File: src/rtl/dmem_arbiter.sv
// Two-master data memory arbiter (CPU = m0, display scanner = m1) with round-robin
// tie-break, bounded lock ownership and one-cycle read response routing.
// Define DMEM_ARB_FIXED_PRIO_EN for fixed m0 priority with the lock logic removed.
module dmem_arbiter #(
  parameter int ADDR_W   = 32,
  parameter int MAX_LOCK = 16
) (
  input  logic              clk_74a,
  input  logic              reset,
  input  logic              m0_req,
  input  logic              m0_we,
  input  logic              m0_lock,
  input  logic [ADDR_W-1:0] m0_addr,
  input  logic [31:0]       m0_wdata,
  output logic              m0_gnt,
  output logic              m0_rvalid,
  output logic [31:0]       m0_rdata,
  input  logic              m1_req,
  input  logic              m1_we,
  input  logic              m1_lock,
  input  logic [ADDR_W-1:0] m1_addr,
  input  logic [31:0]       m1_wdata,
  output logic              m1_gnt,
  output logic              m1_rvalid,
  output logic [31:0]       m1_rdata,
  output logic [ADDR_W-1:0] mem_addr,
  output logic [31:0]       mem_wdata,
  output logic              mem_we,
  output logic              mem_re,
  input  logic [31:0]       mem_rdata
);

  logic       any_req;
  logic       win1;
  logic       issue;
  logic       win_we;
  logic [1:0] rvalid_reg;

`ifdef DMEM_ARB_FIXED_PRIO_EN
  // Lock inputs have no effect in this build.
  logic unused_lock;
  assign unused_lock = m0_lock ^ m1_lock;

  always_comb begin
    win1 = ~m0_req;
  end
`else
  localparam int CNT_W = $clog2(MAX_LOCK + 1);

  logic             last_grant;
  logic [CNT_W-1:0] lock_cnt;
  logic             lock_hold;
  logic             win_lock;

  always_comb begin
    lock_hold = (last_grant ? m1_lock : m0_lock) && (lock_cnt < CNT_W'(MAX_LOCK));
    if (m0_req && m1_req) begin
      win1 = lock_hold ? last_grant : ~last_grant;
    end else begin
      win1 = ~m0_req;
    end
    win_lock = win1 ? m1_lock : m0_lock;
  end

  // lock_cnt counts the grants in the current locked run, so the first locked
  // grant to a new owner loads 1 and ownership is capped at MAX_LOCK grants.
  always_ff @(posedge clk_74a) begin
    if (reset) begin
      last_grant <= 1'b1;
      lock_cnt   <= '0;
    end else if (any_req) begin
      last_grant <= win1;
      if (!win_lock) begin
        lock_cnt <= '0;
      end else if (win1 != last_grant) begin
        lock_cnt <= CNT_W'(1);
      end else if (lock_cnt < CNT_W'(MAX_LOCK)) begin
        lock_cnt <= lock_cnt + CNT_W'(1);
      end
    end
  end
`endif

  assign any_req   = m0_req | m1_req;
  assign issue     = any_req & ~reset;
  assign win_we    = win1 ? m1_we : m0_we;
  assign m0_gnt    = issue & ~win1;
  assign m1_gnt    = issue & win1;
  assign mem_addr  = win1 ? m1_addr : m0_addr;
  assign mem_wdata = win1 ? m1_wdata : m0_wdata;
  assign mem_we    = issue & win_we;
  assign mem_re    = issue & ~win_we;

  always_ff @(posedge clk_74a) begin
    if (reset) begin
      rvalid_reg <= 2'b00;
    end else begin
      rvalid_reg <= {m1_gnt & ~m1_we, m0_gnt & ~m0_we};
    end
  end

  // Masking with reset drops a response already in flight when reset arrives.
  assign m0_rvalid = rvalid_reg[0] & ~reset;
  assign m1_rvalid = rvalid_reg[1] & ~reset;
  assign m0_rdata  = mem_rdata;
  assign m1_rdata  = mem_rdata;

endmodule

File: config.mk
export PLATFORM = sky130hd
export DESIGN_NAME = dmem_arbiter
export DESIGN_NICKNAME = d
export VERILOG_FILES = /design/src/rtl/dmem_arbiter.sv
export SDC_FILE = /design/constraint.sdc
export NUM_CORES = 1
export LEC_CHECK = 0
export ABC_AREA = 1
export BUFFER_PORTS_ARGS = -buffer_cell sky130_fd_sc_hd__buf_2
export CORE_AREA = 2 2 118 120
export CTS_BUF_LIST = sky130_fd_sc_hd__clkbuf_16
export DETAILED_ROUTE_END_ITERATION = 6
export DIE_AREA = 0 0 120 122
export PLACE_DENSITY = 0.45
export RECOVER_POWER = 100
export SLEW_MARGIN = 20
export SYNTH_ARGS = -nofsm -noshare
export SYNTH_HDL_FRONTEND = slang
export SYNTH_SLANG_ARGS = --single-unit
File: constraint.sdc
create_clock -name clk_74a -period 3 [get_ports clk_74a]
set_clock_uncertainty 0.1 [all_clocks]
set_input_delay 0 -clock clk_74a [delete_from_list [all_inputs] [get_ports clk_74a]]
set_output_delay 0 -clock clk_74a [all_outputs]
set_load 0.02 [all_outputs]
==> metrics.csv, run 1 <==
metric;value;unit
postSynthRegisterBits;8;
sw_frac_of_total;0.4757;
grt_setup_unrepaired;no;
hold_sp;m1_req;
synth_top_area_cell;sky130_fd_sc_hd__nand2_1;
ff2ff_setup_slack;0.90;ns
count_of_vias_placed_by_the_detailed_router;2569;
initial_utilization;0.1344;
synth_warnings;0;
cts_inserted_buffers;3;
cts-root-to-sink-buffers;2;
p_clk_frac;0.254;
gp_congestion;0.6952;
min_period_over_period;0.8135;
grt_max_degree;45;
p_comb_frac;0.615;
start_kind;flip-flop;
worst_setup_path_end_kind;primary output;
io-pin-count;302;
rr_startpoint;last_grant;
syn-mean-instance-area;5.129;sq um
die_h;122;um
cts.htree.levels;1;
status;finished, final reports clean;
drtIter0Drc;81;
cp_common_cell;sky130_fd_sc_hd__nor2_1;
numPortBuffers;205;
wl_per_cell;10.97;um
cts_resized;0;
p_int;469.0;uW
finalWorstPathRequiredPeriod;2.441;ns
largest_register_ffs;5;
leakage;0.001651;uW
worst-setup-path-type;flip-flop to primary output;
die_area;0.01464;sq mm
worstSkewPairLatency;0.23;ns
post_synth_inst_count;354;
mostFrequentLayoutCells;sky130_fd_sc_hd__nand2_1 (213), sky130_fd_sc_hd__buf_2 (137), sky130_fd_sc_hd__clkbuf_1 (68), sky130_fd_sc_hd__dlygate4sd3_1 (35), sky130_fd_sc_hd__nor2_1 (17);
clock_tree.root_cell;sky130_fd_sc_hd__clkbuf_16;
cts.sinks;8;
place_ws;0.9551;ns
timing.hold.worst_path_depth;4;
post_drt_via_cell_ratio;3.670;
vdd.ir_drop.worst;228.1;uV
final.setup.tns;0;ns
drt_pre_antenna_iters;4;
cap_viol_max_count;0;
yosysTopAreaCellShare;0.4383;
timing.final.ws_setup;0.5594;ns
grt_overflow_total;0;
detail_route.drc_violations;0;
cell_type_of_the_slowest_stage_on_the_worst_timing_path;sky130_fd_sc_hd__inv_2;
synth.yosys.seq_area_share;0.08822;
worstRegToRegCells;11;
grt_pass1_wl;10550;um
slew-limit-headroom;0.6807;
synth.top_cells.by_area;sky130_fd_sc_hd__nand2_1 (44%), sky130_fd_sc_hd__buf_4 (30%), sky130_fd_sc_hd__dfxtp_1 (8.8%), sky130_fd_sc_hd__nor2_1 (3.5%), sky130_fd_sc_hd__nand3_1 (3.0%);
fmax;0.4097;GHz
drv_slew;0;
setup-violations-final;0;
finalWirelength;7676;um
total_switching_power;425.5;uW
layout-area-overhead-vs-synth;56.37;%
cp_data_arrival_time;2.34;ns
critical_path.cell_chain;nor2_1, nand2_2, nand3_1, nand2_4, inv_2, or2_0, o21a_1, inv_1, nor2_1, clkbuf_1;
worst-path-max-fanout;29;
post_synth_instance_area;0.001815;sq mm
syn_nets;523;
post-dp-hpwl;5813;um
final_layout_size_suffix_gt1_frac;0.2808;
mostFrequentLayoutCell;sky130_fd_sc_hd__nand2_1;
dp_cells;662;
power_per_cell_area;315.1;mW/mm^2
grt_pass1_vias;2228;
cts_tree;done;
whs_endpoint;last_grant;
final-instance-count-excl-fill;700;
timing.rr.end;lock_cnt[0];
timing_hold_violations_final;0;
holdCritPathClass;input pin to flip-flop;
yosys.cell_types.count;19;
globalRouteTotalUtil;0.08868;
antenna_cells;0;
worst_path_largest_cell_delay;0.39;ns
die_x;120;um
seqPwrFrac;0.131;
fp.coreArea;0.01350;sq mm
worst_ep_required_time;2.90;ns
worst_pin_slew;0.4774;ns
fp-row-count;43;
path_clk_slew;0.04;ns
ant_nets;0;
grt_antenna_before_repair;0;
design.final.nets;691;
==> cell families (layout without fill, tap and decap cells) <==
family | after synthesis | after routing | synth area share
flip-flops | 8 | 8 | 0.08821
AND/OR/NAND/NOR | 247 | 247 | 0.5389
buffers and inverters | 90 | 256 | 0.3398
AO/OA/AOI/OAI | 8 | 8 | 0.02619
adder cells (fa/ha/maj) | 1 | 1 | 0.006891
==> power groups by stage <==
stage	logic (uW)	registers [uW]	clock network (uW)
floorplan	400	117	0
global placement	475	119	0
detailed placement	472	119	0
CTS	580	117	231
global route	603	118	236
finish	550	117	227
==> per-layer routing <==
| metal | global-route usage | vias to the layer above | routed length, um |
|---|---|---|---|
| met1 | 0.1073 | 1069 | 3063 |
| met5 | 0 | - | 0 |
| li1 | - | 1336 | - |
| met3 | 0.01170 | 4 | 569 |
| met4 | 0.01176 | 0 | 23 |
| met2 | 0.1697 | 160 | 4019 |
==> repair_timing <==
item,in CTS,in global routing
hold buffers,35,0
setup buffers,0,0
hold endpoints to repair,67,0
==> synthesized netlist by cell type <==
master                       n
sky130_fd_sc_hd__nand3_2     1
sky130_fd_sc_hd__dfxtp_1     8
sky130_fd_sc_hd__ha_1        1
sky130_fd_sc_hd__or2_2       1
sky130_fd_sc_hd__o211ai_1    1
sky130_fd_sc_hd__buf_2       7
sky130_fd_sc_hd__nor2_1     17
sky130_fd_sc_hd__nand3_1    11
sky130_fd_sc_hd__nand3_4     1
sky130_fd_sc_hd__buf_4      72
sky130_fd_sc_hd__nand2_4     1
sky130_fd_sc_hd__nand2_2     2
sky130_fd_sc_hd__or2_1       1
sky130_fd_sc_hd__a21oi_1     5
sky130_fd_sc_hd__inv_2       1
sky130_fd_sc_hd__o31ai_1     1
sky130_fd_sc_hd__o21a_1      1
sky130_fd_sc_hd__nand2_1   212
sky130_fd_sc_hd__inv_1      10
==> how the worst max path moves through the flow <==
stage | start | slack (ns) | end
final | last_grant | 0.56 | mem_we
after CTS | lock_cnt[4] | 0.70 | mem_addr[19]
after global routing | lock_cnt[4] | 0.33 | mem_we
after floorplan | lock_cnt[4] | 1.54 | mem_re
after detailed placement | lock_cnt[4] | 0.96 | lock_cnt[0]
after global placement | last_grant | 0.97 | mem_addr[31]
==> per-stage QoR <==
step / total power (uW) / utilization / hold slack [ns] / cell area, sq um
2_1_floorplan: 517.1 / - / -0.02762 / 1815
3_3_place_gp: 594.0 / 0.1865 / -0.09979 / 2519
3_5_place_dp: 591.1 / 0.1865 / -0.09979 / 2519
4_1_cts: 928.4 / 0.2180 / 0.2009 / 2944
5_1_grt: 957.3 / 0.2102 / 0.2027 / 2839
6_report: 894.4 / 0.2102 / 0.1606 / 2839
==> critical path, delay by kind of cell, from the launching register on <==
family	cells	cell delay, ns
buffers and inverters	3	0.66
flip-flops	1	0.35
AND/OR/NAND/NOR	6	0.93
AO/OA/AOI/OAI	1	0.16
==> final cells by class <==
class	count	area, sq um
clock buffers	3	75.07
fillers	1588	10670
inverters	11	41.29
multi-input cells	256	1018
flip-flops and latches	8	160.2
well taps	180	225.2
repair buffers	242	1319
Power figures use the tool's default switching activity.
==> inputs of run 2 (changes only) <==
--- a/config.mk
+++ b/config.mk
@@ -5,13 +5,13 @@
 export SDC_FILE = /design/constraint.sdc
 export NUM_CORES = 1
 export LEC_CHECK = 0
-export ABC_AREA = 1
+export ABC_AREA = 0
 export BUFFER_PORTS_ARGS = -buffer_cell sky130_fd_sc_hd__buf_2
 export CORE_AREA = 2 2 118 120
 export CTS_BUF_LIST = sky130_fd_sc_hd__clkbuf_16
 export DETAILED_ROUTE_END_ITERATION = 6
 export DIE_AREA = 0 0 120 122
-export PLACE_DENSITY = 0.45
+export PLACE_DENSITY = 0.47
 export RECOVER_POWER = 100
 export SLEW_MARGIN = 20
 export SYNTH_ARGS = -nofsm -noshare
==> constraint.sdc (replaced) <==
create_clock -name clk_74a -period 2.2 [get_ports clk_74a]
set_clock_uncertainty 0.1 [all_clocks]
set_input_delay 0 -clock clk_74a [delete_from_list [all_inputs] [get_ports clk_74a]]
set_output_delay 0 -clock clk_74a [all_outputs]
set_load 0.02 [all_outputs]
==> metrics.csv, run 2 <==
metric;value;unit;change
synth.top_cells.by_area;sky130_fd_sc_hd__mux2_2 (36%), sky130_fd_sc_hd__buf_4 (26%), sky130_fd_sc_hd__dfxtp_1 (8.8%), sky130_fd_sc_hd__mux2_4 (4.1%), sky130_fd_sc_hd__buf_2 (2.2%);;was sky130_fd_sc_hd__nand2_1 (44%), sky130_fd_sc_hd__buf_4 (30%), sky130_fd_sc_hd__dfxtp_1 (8.8%), sky130_fd_sc_hd__nor2_1 (3.5%), sky130_fd_sc_hd__nand3_1 (3.0%)
worst_ep_required_time;2.10;ns;was 2.90 ns
status;finished, final reports clean;;unchanged
yosys.cell_types.count;37;;was 19
clock_tree.root_cell;sky130_fd_sc_hd__clkbuf_16;;unchanged
place_ws;0.2937;ns;was 0.9551 ns
timing.hold.worst_path_depth;2;;was 4
grt_setup_unrepaired;no;;unchanged
syn-mean-instance-area;8.843;sq um;was 5.129 sq um
layout-area-overhead-vs-synth;66.96;%;was 56.37%
globalRouteTotalUtil;0.08190;;was 0.08868
fmax;0.4827;GHz;
grt_max_degree;35;;was 45
design.final.nets;557;;was 691
p_comb_frac;0.627;;was 0.615
cap_viol_max_count;0;;unchanged
worst-setup-path-type;flip-flop to primary output;;unchanged
worst-path-max-fanout;12;;was 29
final_area;0.003042;sq mm;was 0.002839 sq mm
timing.final.ws_setup;0.1285;ns;was 0.5594 ns
cp_data_arrival_time;1.97;ns;was 2.34 ns
dp_cells;519;;was 662
post-route-util;0.2252;;was 0.2102
sw_frac_of_total;0.4145;;was 0.4757
gp_congestion;0.7054;;was 0.6952
p_int;729.5;uW;was 469.0 uW
final.setup.tns;0;ns;unchanged
postSynthRegisterBits;8;;unchanged
io-pin-count;302;;unchanged
yosys_most_used_dff;sky130_fd_sc_hd__dfxtp_1;;unchanged
worst_setup_path_end_kind;primary output;;unchanged
async_flop_share;0;;unchanged
holdCritPathClass;input pin to flip-flop;;unchanged
count_of_vias_placed_by_the_detailed_router;2162;;was 2569
post-dp-hpwl;5801;um;was 5813 um
vdd.ir_drop.worst;191.1;uV;was 228.1 uV
p_clk_frac;0.248;;was 0.254
start_kind;flip-flop;;unchanged
synth_warnings;0;;unchanged
drv_slew;0;;unchanged
path_clk_slew;0.04;ns;about the same
mostFrequentLayoutCell;sky130_fd_sc_hd__buf_2;;was sky130_fd_sc_hd__nand2_1
finalWorstPathRequiredPeriod;2.071;ns;
seqPwrFrac;0.125;;was 0.131
grt_pass1_wl;9584;um;was 10550 um
min_period_over_period;0.9416;;
post_dp_cell_area;0.002576;sq mm;was 0.002519 sq mm
power_per_cell_area;409.7;mW/mm^2;was 315.1 mW/mm^2
total_switching_power;516.5;uW;was 425.5 uW
synth_top_area_cell;sky130_fd_sc_hd__mux2_2;;was sky130_fd_sc_hd__nand2_1
initial_utilization;0.1349;;was 0.1344
numPortBuffers;205;;unchanged
fp-row-count;43;;unchanged
grt_overflow_total;0;;unchanged
syn_nets;375;;was 523
post_synth_instance_area;0.001822;sq mm;was 0.001815 sq mm
synth.most_common_cell;sky130_fd_sc_hd__buf_4;;was sky130_fd_sc_hd__nand2_1
fp.coreArea;0.01350;sq mm;unchanged
die_area;0.01464;sq mm;unchanged
ant_nets;0;;unchanged
grt_pass1_vias;1968;;was 2228
timing_hold_violations_final;0;;unchanged
mostFrequentLayoutCells;sky130_fd_sc_hd__buf_2 (141), sky130_fd_sc_hd__mux2_2 (59), sky130_fd_sc_hd__clkbuf_2 (54), sky130_fd_sc_hd__dlygate4sd3_1 (34), sky130_fd_sc_hd__clkbuf_1 (13);;was sky130_fd_sc_hd__nand2_1 (213), sky130_fd_sc_hd__buf_2 (137), sky130_fd_sc_hd__clkbuf_1 (68), sky130_fd_sc_hd__dlygate4sd3_1 (35), sky130_fd_sc_hd__nor2_1 (17)
finalWirelength;7513;um;was 7676 um
die_x;120;um;unchanged
cts_inserted_buffers;3;;unchanged
worstSkewPairLatency;0.23;ns;about the same
cts_tree;done;;unchanged
leakage;0.001522;uW;was 0.001651 uW
wl_per_cell;13.23;um;was 10.97 um
detail_route.drc_violations;0;;unchanged
number_of_enable_flip_flop_cells_after_synthesis;0;;unchanged
worst_pin_slew;0.5214;ns;was 0.4774 ns
cts-root-to-sink-buffers;2;;unchanged
drtIter0Drc;43;;was 81
slew-limit-headroom;0.6495;;was 0.6807
largest_register_ffs;5;;unchanged
setup-violations-final;0;;unchanged
yosysTopAreaCellShare;0.3647;;was 0.4383
synth.yosys.seq_area_share;0.08791;;was 0.08822
final_layout_size_suffix_gt1_frac;0.7176;;was 0.2808
synth_common_cells;sky130_fd_sc_hd__buf_4 (64), sky130_fd_sc_hd__mux2_2 (59), sky130_fd_sc_hd__buf_2 (8), sky130_fd_sc_hd__dfxtp_1 (8), sky130_fd_sc_hd__a21oi_1 (6);;was sky130_fd_sc_hd__nand2_1 (212), sky130_fd_sc_hd__buf_4 (72), sky130_fd_sc_hd__nor2_1 (17)
worstRegToRegCells;5;;was 11
final-instance-count-excl-fill;568;;was 700
cts.htree.levels;1;;unchanged
die_h;122;um;unchanged
grt_antenna_before_repair;2;;was 0
cts.sinks;8;;unchanged
drt_pre_antenna_iters;6;;was 4
post_synth_inst_count;206;;was 354
post_drt_via_cell_ratio;3.806;;was 3.670
-- run 2: cell count changes after synthesis, moves of 8 or more --
cell / delta
sky130_fd_sc_hd__mux2_2: +59
sky130_fd_sc_hd__nand3_1: -8
sky130_fd_sc_hd__buf_4: -8
sky130_fd_sc_hd__nand2_1: -207
sky130_fd_sc_hd__nor2_1: -12
-- run 2: logic make-up (layout without fill, tap and decap cells) --
| kind of cell | after synthesis | after routing | synth area share |
|---|---|---|---|
| buf+inv | 81 | 260 | 0.3166 |
| mux | 64 | 64 | 0.4059 |
| flops | 8 | 8 | 0.08791 |
| xor+xnor | 1 | 1 | 0.004809 |
| compound gates | 21 | 22 | 0.08242 |
| fa+ha+maj | 1 | 1 | 0.006867 |
| simple gates | 30 | 30 | 0.09547 |
| other cells | 0 | 2 | 0 |
-- run 2: power groups by stage --
stage | Sequential, uW | Clock (uW) | Combinational, uW
floorplan | 157 | 0 | 538
global placement | 158 | 0 | 626
detailed placement | 158 | 0 | 629
CTS | 156 | 318 | 774
global route | 156 | 322 | 835
finish | 156 | 309 | 781
-- run 2: stage by stage --
step | total power [uW] | hold WS, ns
4_1_cts | 1247 | 0.001664
3_5_place_dp | 786.8 | -0.09979
2_1_floorplan | 695.2 | -0.02321
3_3_place_gp | 783.8 | -0.09979
6_report | 1246 | 0.004597
5_1_grt | 1313 | 0.02406
-- run 2: path summary, 6_finish.rpt --
check             slack (ns)       endpoint         from
setup reg to reg        0.49    lock_cnt[3]   last_grant
hold reg to reg         0.38    lock_cnt[1]  lock_cnt[1]
hold / removal         0.005  rvalid_reg[0]        reset
setup / recovery        0.13    mem_addr[8]   last_grant
-- run 2: cell type report --
type / instances / area, sq um
well taps: 180 / 225.2
flip-flops and latches: 8 / 161.4
inverters: 5 / 18.77
multi-input cells: 118 / 1100
repair buffers: 252 / 1456
fillers: 1468 / 10460
diodes: 2 / 5.005
clock buffers: 3 / 75.07
-- run 2: critical path: stages, from the launching register on --
cell and delay [ns]:
sky130_fd_sc_hd__dfxtp_1 0.31, sky130_fd_sc_hd__buf_4 0.17, sky130_fd_sc_hd__o21ai_2 0.23, sky130_fd_sc_hd__a21bo_4 0.24
sky130_fd_sc_hd__clkbuf_1 0.17, sky130_fd_sc_hd__buf_4 0.13, sky130_fd_sc_hd__mux2_2 0.33, sky130_fd_sc_hd__clkbuf_2 0.16
-- run 2: timing repair --
action	4_1_cts	5_1_grt
hold buffers	34	0
hold endpoints to repair	66	0
setup endpoints to repair	0	48
setup buffers	0	9
gates resized for setup	0	2
-- run 2: routing by layer --
metal | wire length, um | track usage | part of all wire | up-vias
met5 | 0 | 0 | 0 | -
met4 | 70 | 0.01985 | 0.0093 | 0
met3 | 680 | 0.01966 | 0.091 | 6
met2 | 3851 | 0.1463 | 0.51 | 151
met1 | 2910 | 0.09862 | 0.39 | 987
li1 | - | - | - | 1018
==> inputs of run 3 (changes only) <==
--- a/config.mk
+++ b/config.mk
@@ -7,11 +7,13 @@
 export LEC_CHECK = 0
 export ABC_AREA = 0
 export BUFFER_PORTS_ARGS = -buffer_cell sky130_fd_sc_hd__buf_2
-export CORE_AREA = 2 2 118 120
+export CELL_PAD_IN_SITES_DETAIL_PLACEMENT = 2
+export CELL_PAD_IN_SITES_GLOBAL_PLACEMENT = 2
+export CORE_MARGIN = 2
+export CORE_UTILIZATION = 10
 export CTS_BUF_LIST = sky130_fd_sc_hd__clkbuf_16
 export DETAILED_ROUTE_END_ITERATION = 6
-export DIE_AREA = 0 0 120 122
-export PLACE_DENSITY = 0.47
+export PLACE_DENSITY = 0.74
 export RECOVER_POWER = 100
 export SLEW_MARGIN = 20
 export SYNTH_ARGS = -nofsm -noshare
==> metrics.csv, run 3 (same netlist as run 2, synthesis figures left out) <==
metric;value;unit;change
start_kind;flip-flop;;unchanged
leakage;0.001516;uW;was 0.001522 uW
fmax;0.4896;GHz;was 0.4827 GHz
holdCritPathClass;input pin to flip-flop;;unchanged
clock_tree.root_cell;sky130_fd_sc_hd__clkbuf_16;;unchanged
worst_pin_slew;0.5785;ns;was 0.5214 ns
place_ws;0.1715;ns;was 0.2937 ns
drtIter0Drc;41;;was 43
finalWorstPathRequiredPeriod;2.043;ns;was 2.071 ns
gp_congestion;0.7314;;was 0.7054
post_dp_cell_area;0.002663;sq mm;was 0.002576 sq mm
numPortBuffers;205;;unchanged
layout-area-overhead-vs-synth;69.16;%;was 66.96%
worstSetupStartpoint;last_grant;;unchanged
die_area;0.01931;sq mm;was 0.01464 sq mm
drt_pre_antenna_iters;7;;was 6
worstSkewPairLatency;0.24;ns;was 0.23 ns
mostFrequentLayoutCell;sky130_fd_sc_hd__buf_2;;unchanged
worst_setup_path_end_kind;primary output;;unchanged
cts-root-to-sink-buffers;2;;unchanged
rr_startpoint;lock_cnt[4];;was last_grant
count_of_vias_placed_by_the_detailed_router;2139;;was 2162
final_area;0.003082;sq mm;was 0.003042 sq mm
path_clk_slew;0.04;ns;about the same
power_per_cell_area;406.7;mW/mm^2;was 409.7 mW/mm^2
grt_setup_unrepaired;no;;unchanged
largest_register_ffs;5;;unchanged
hold_sp;reset;;unchanged
slew-limit-headroom;0.6110;;was 0.6495
design.final.nets;554;;was 557
fp-row-count;49;;was 43
grt_antenna_before_repair;4;;was 2
worstRegToRegCells;5;;unchanged
post-dp-hpwl;7619;um;was 5801 um
post_drt_via_cell_ratio;3.472;;was 3.806
cts.htree.levels;1;;unchanged
die_x;139.0;um;was 120 um
cts.sinks;8;;unchanged
die_h;139.0;um;was 122 um
ant_nets;0;;unchanged
drv_slew;0;;unchanged
fp.coreArea;0.01790;sq mm;was 0.01350 sq mm
worst-path-max-fanout;13;;was 12
final.setup.tns;0;ns;unchanged
timing_hold_violations_final;1;;was 0
wl_per_cell;14.60;um;was 13.23 um
cts_tree;done;;unchanged
final_layout_size_suffix_gt1_frac;0.7285;;was 0.7176
cap_viol_max_count;0;;unchanged
failed_checks;hold timing;;
globalRouteTotalUtil;0.08460;;was 0.08190
setup-violations-final;0;;unchanged
grt_pass1_vias;2162;;was 1968
io-pin-count;302;;unchanged
whs_endpoint;rvalid_reg[0];;unchanged
timing.rr.end;lock_cnt[3];;unchanged
grt_pass1_wl;12740;um;was 9584 um
final.hold.worst_slack;-0.0004533;ns;was 0.004597 ns
grt_overflow_total;0;;unchanged
finalWirelength;8995;um;was 7513 um
grt_max_degree;23;;was 35
worst_ep_required_time;2.10;ns;about the same
ff2ff_setup_slack;0.41;ns;was 0.49 ns
timing.final.ws_setup;0.1574;ns;was 0.1285 ns
total_power;1253;uW;was 1246 uW
mostFrequentLayoutCells;sky130_fd_sc_hd__buf_2 (144), sky130_fd_sc_hd__mux2_2 (59), sky130_fd_sc_hd__clkbuf_2 (56), sky130_fd_sc_hd__dlygate4sd3_1 (34), sky130_fd_sc_hd__clkbuf_1 (8);;was sky130_fd_sc_hd__buf_2 (141), sky130_fd_sc_hd__mux2_2 (59), sky130_fd_sc_hd__clkbuf_2 (54), sky130_fd_sc_hd__dlygate4sd3_1 (34), sky130_fd_sc_hd__clkbuf_1 (13)
worst-setup-path-type;flip-flop to primary output;;unchanged
detail_route.drc_violations;0;;unchanged
vdd.ir_drop.worst;148.7;uV;was 191.1 uV
min_period_over_period;0.9284;;was 0.9416
timing.hold.worst_path_depth;2;;unchanged
cts_inserted_buffers;3;;unchanged
status;finished with violations;;was finished, final reports clean
cp_data_arrival_time;1.94;ns;was 1.97 ns
initial_utilization;0.1018;;was 0.1349
==> run 3: cell count changes in the layout (fill, tap and decap cells not counted), sizes merged <==
cell    before  now
clkbuf      70   67
diode        2    4
buf        151  152
a21bo        2    1
==> run 3: worst max path at each step <==
stage,cells past startpoint,end
after global routing,6,mem_addr[27]
after detailed placement,6,mem_addr[27]
after global placement,6,mem_addr[27]
final,6,mem_addr[27]
after floorplan,7,mem_re
after CTS,6,mem_addr[27]
==> run 3: power by group <==
part | switching [uW] | total (uW) | internal (uW)
clock | 81.1 | 316 | 235
combinational | 438 | 778 | 340
sequential | 7.27 | 159 | 152
total | 526 | 1250 | 727
==> run 3: through the flow <==
step | instances | util | hold slack [ns]
2_1_floorplan | 206 | - | -0.02321
3_5_place_dp | 573 | 0.1487 | -0.09979
6_report | 616 | 0.1721 | -0.0004533
5_1_grt | 614 | 0.1719 | 0.03266
4_1_cts | 610 | 0.1720 | 0.009109
3_3_place_gp | 573 | 0.1487 | -0.09979
==> run 3: layout make-up <==
| type | count | area, sq um |
|---|---|---|
| diodes | 4 | 10.01 |
| clock buffers | 3 | 75.07 |
| fillers | 2147 | 14820 |
| inverters | 5 | 18.77 |
| multi-input cells | 117 | 1086 |
| flip-flops and latches | 8 | 161.4 |
| well taps | 229 | 286.5 |
| repair buffers | 250 | 1444 |
==> run 3: routing by layer <==
| metal | vias up | share of wire | routed length [um] | global-route usage |
|---|---|---|---|---|
| li1 | 1018 | - | - | - |
| met1 | 986 | 0.37 | 3359 | 0.09404 |
| met2 | 131 | 0.52 | 4659 | 0.1530 |
| met5 | - | 0 | 0 | 0 |
| met4 | 0 | 0.0067 | 60 | 0.01861 |
| met3 | 4 | 0.10 | 916 | 0.03246 |
==> run 3: worst max-delay path: stages (launching register included) <==
cell                       delay, ns
sky130_fd_sc_hd__dfxtp_2        0.43
sky130_fd_sc_hd__nand3b_1       0.12
sky130_fd_sc_hd__o21ai_1        0.11
sky130_fd_sc_hd__a21bo_4        0.28
sky130_fd_sc_hd__buf_4          0.22
sky130_fd_sc_hd__mux2_2         0.37
sky130_fd_sc_hd__buf_2          0.16
==> run 3: timing repair <==
action                                  CTS  global route
setup buffers                             0             2
endpoints found under the setup margin   53             3
pin swaps                                 0             0
endpoints found under the hold margin    66             0
resized for setup                         1             0
hold buffers                             34             0
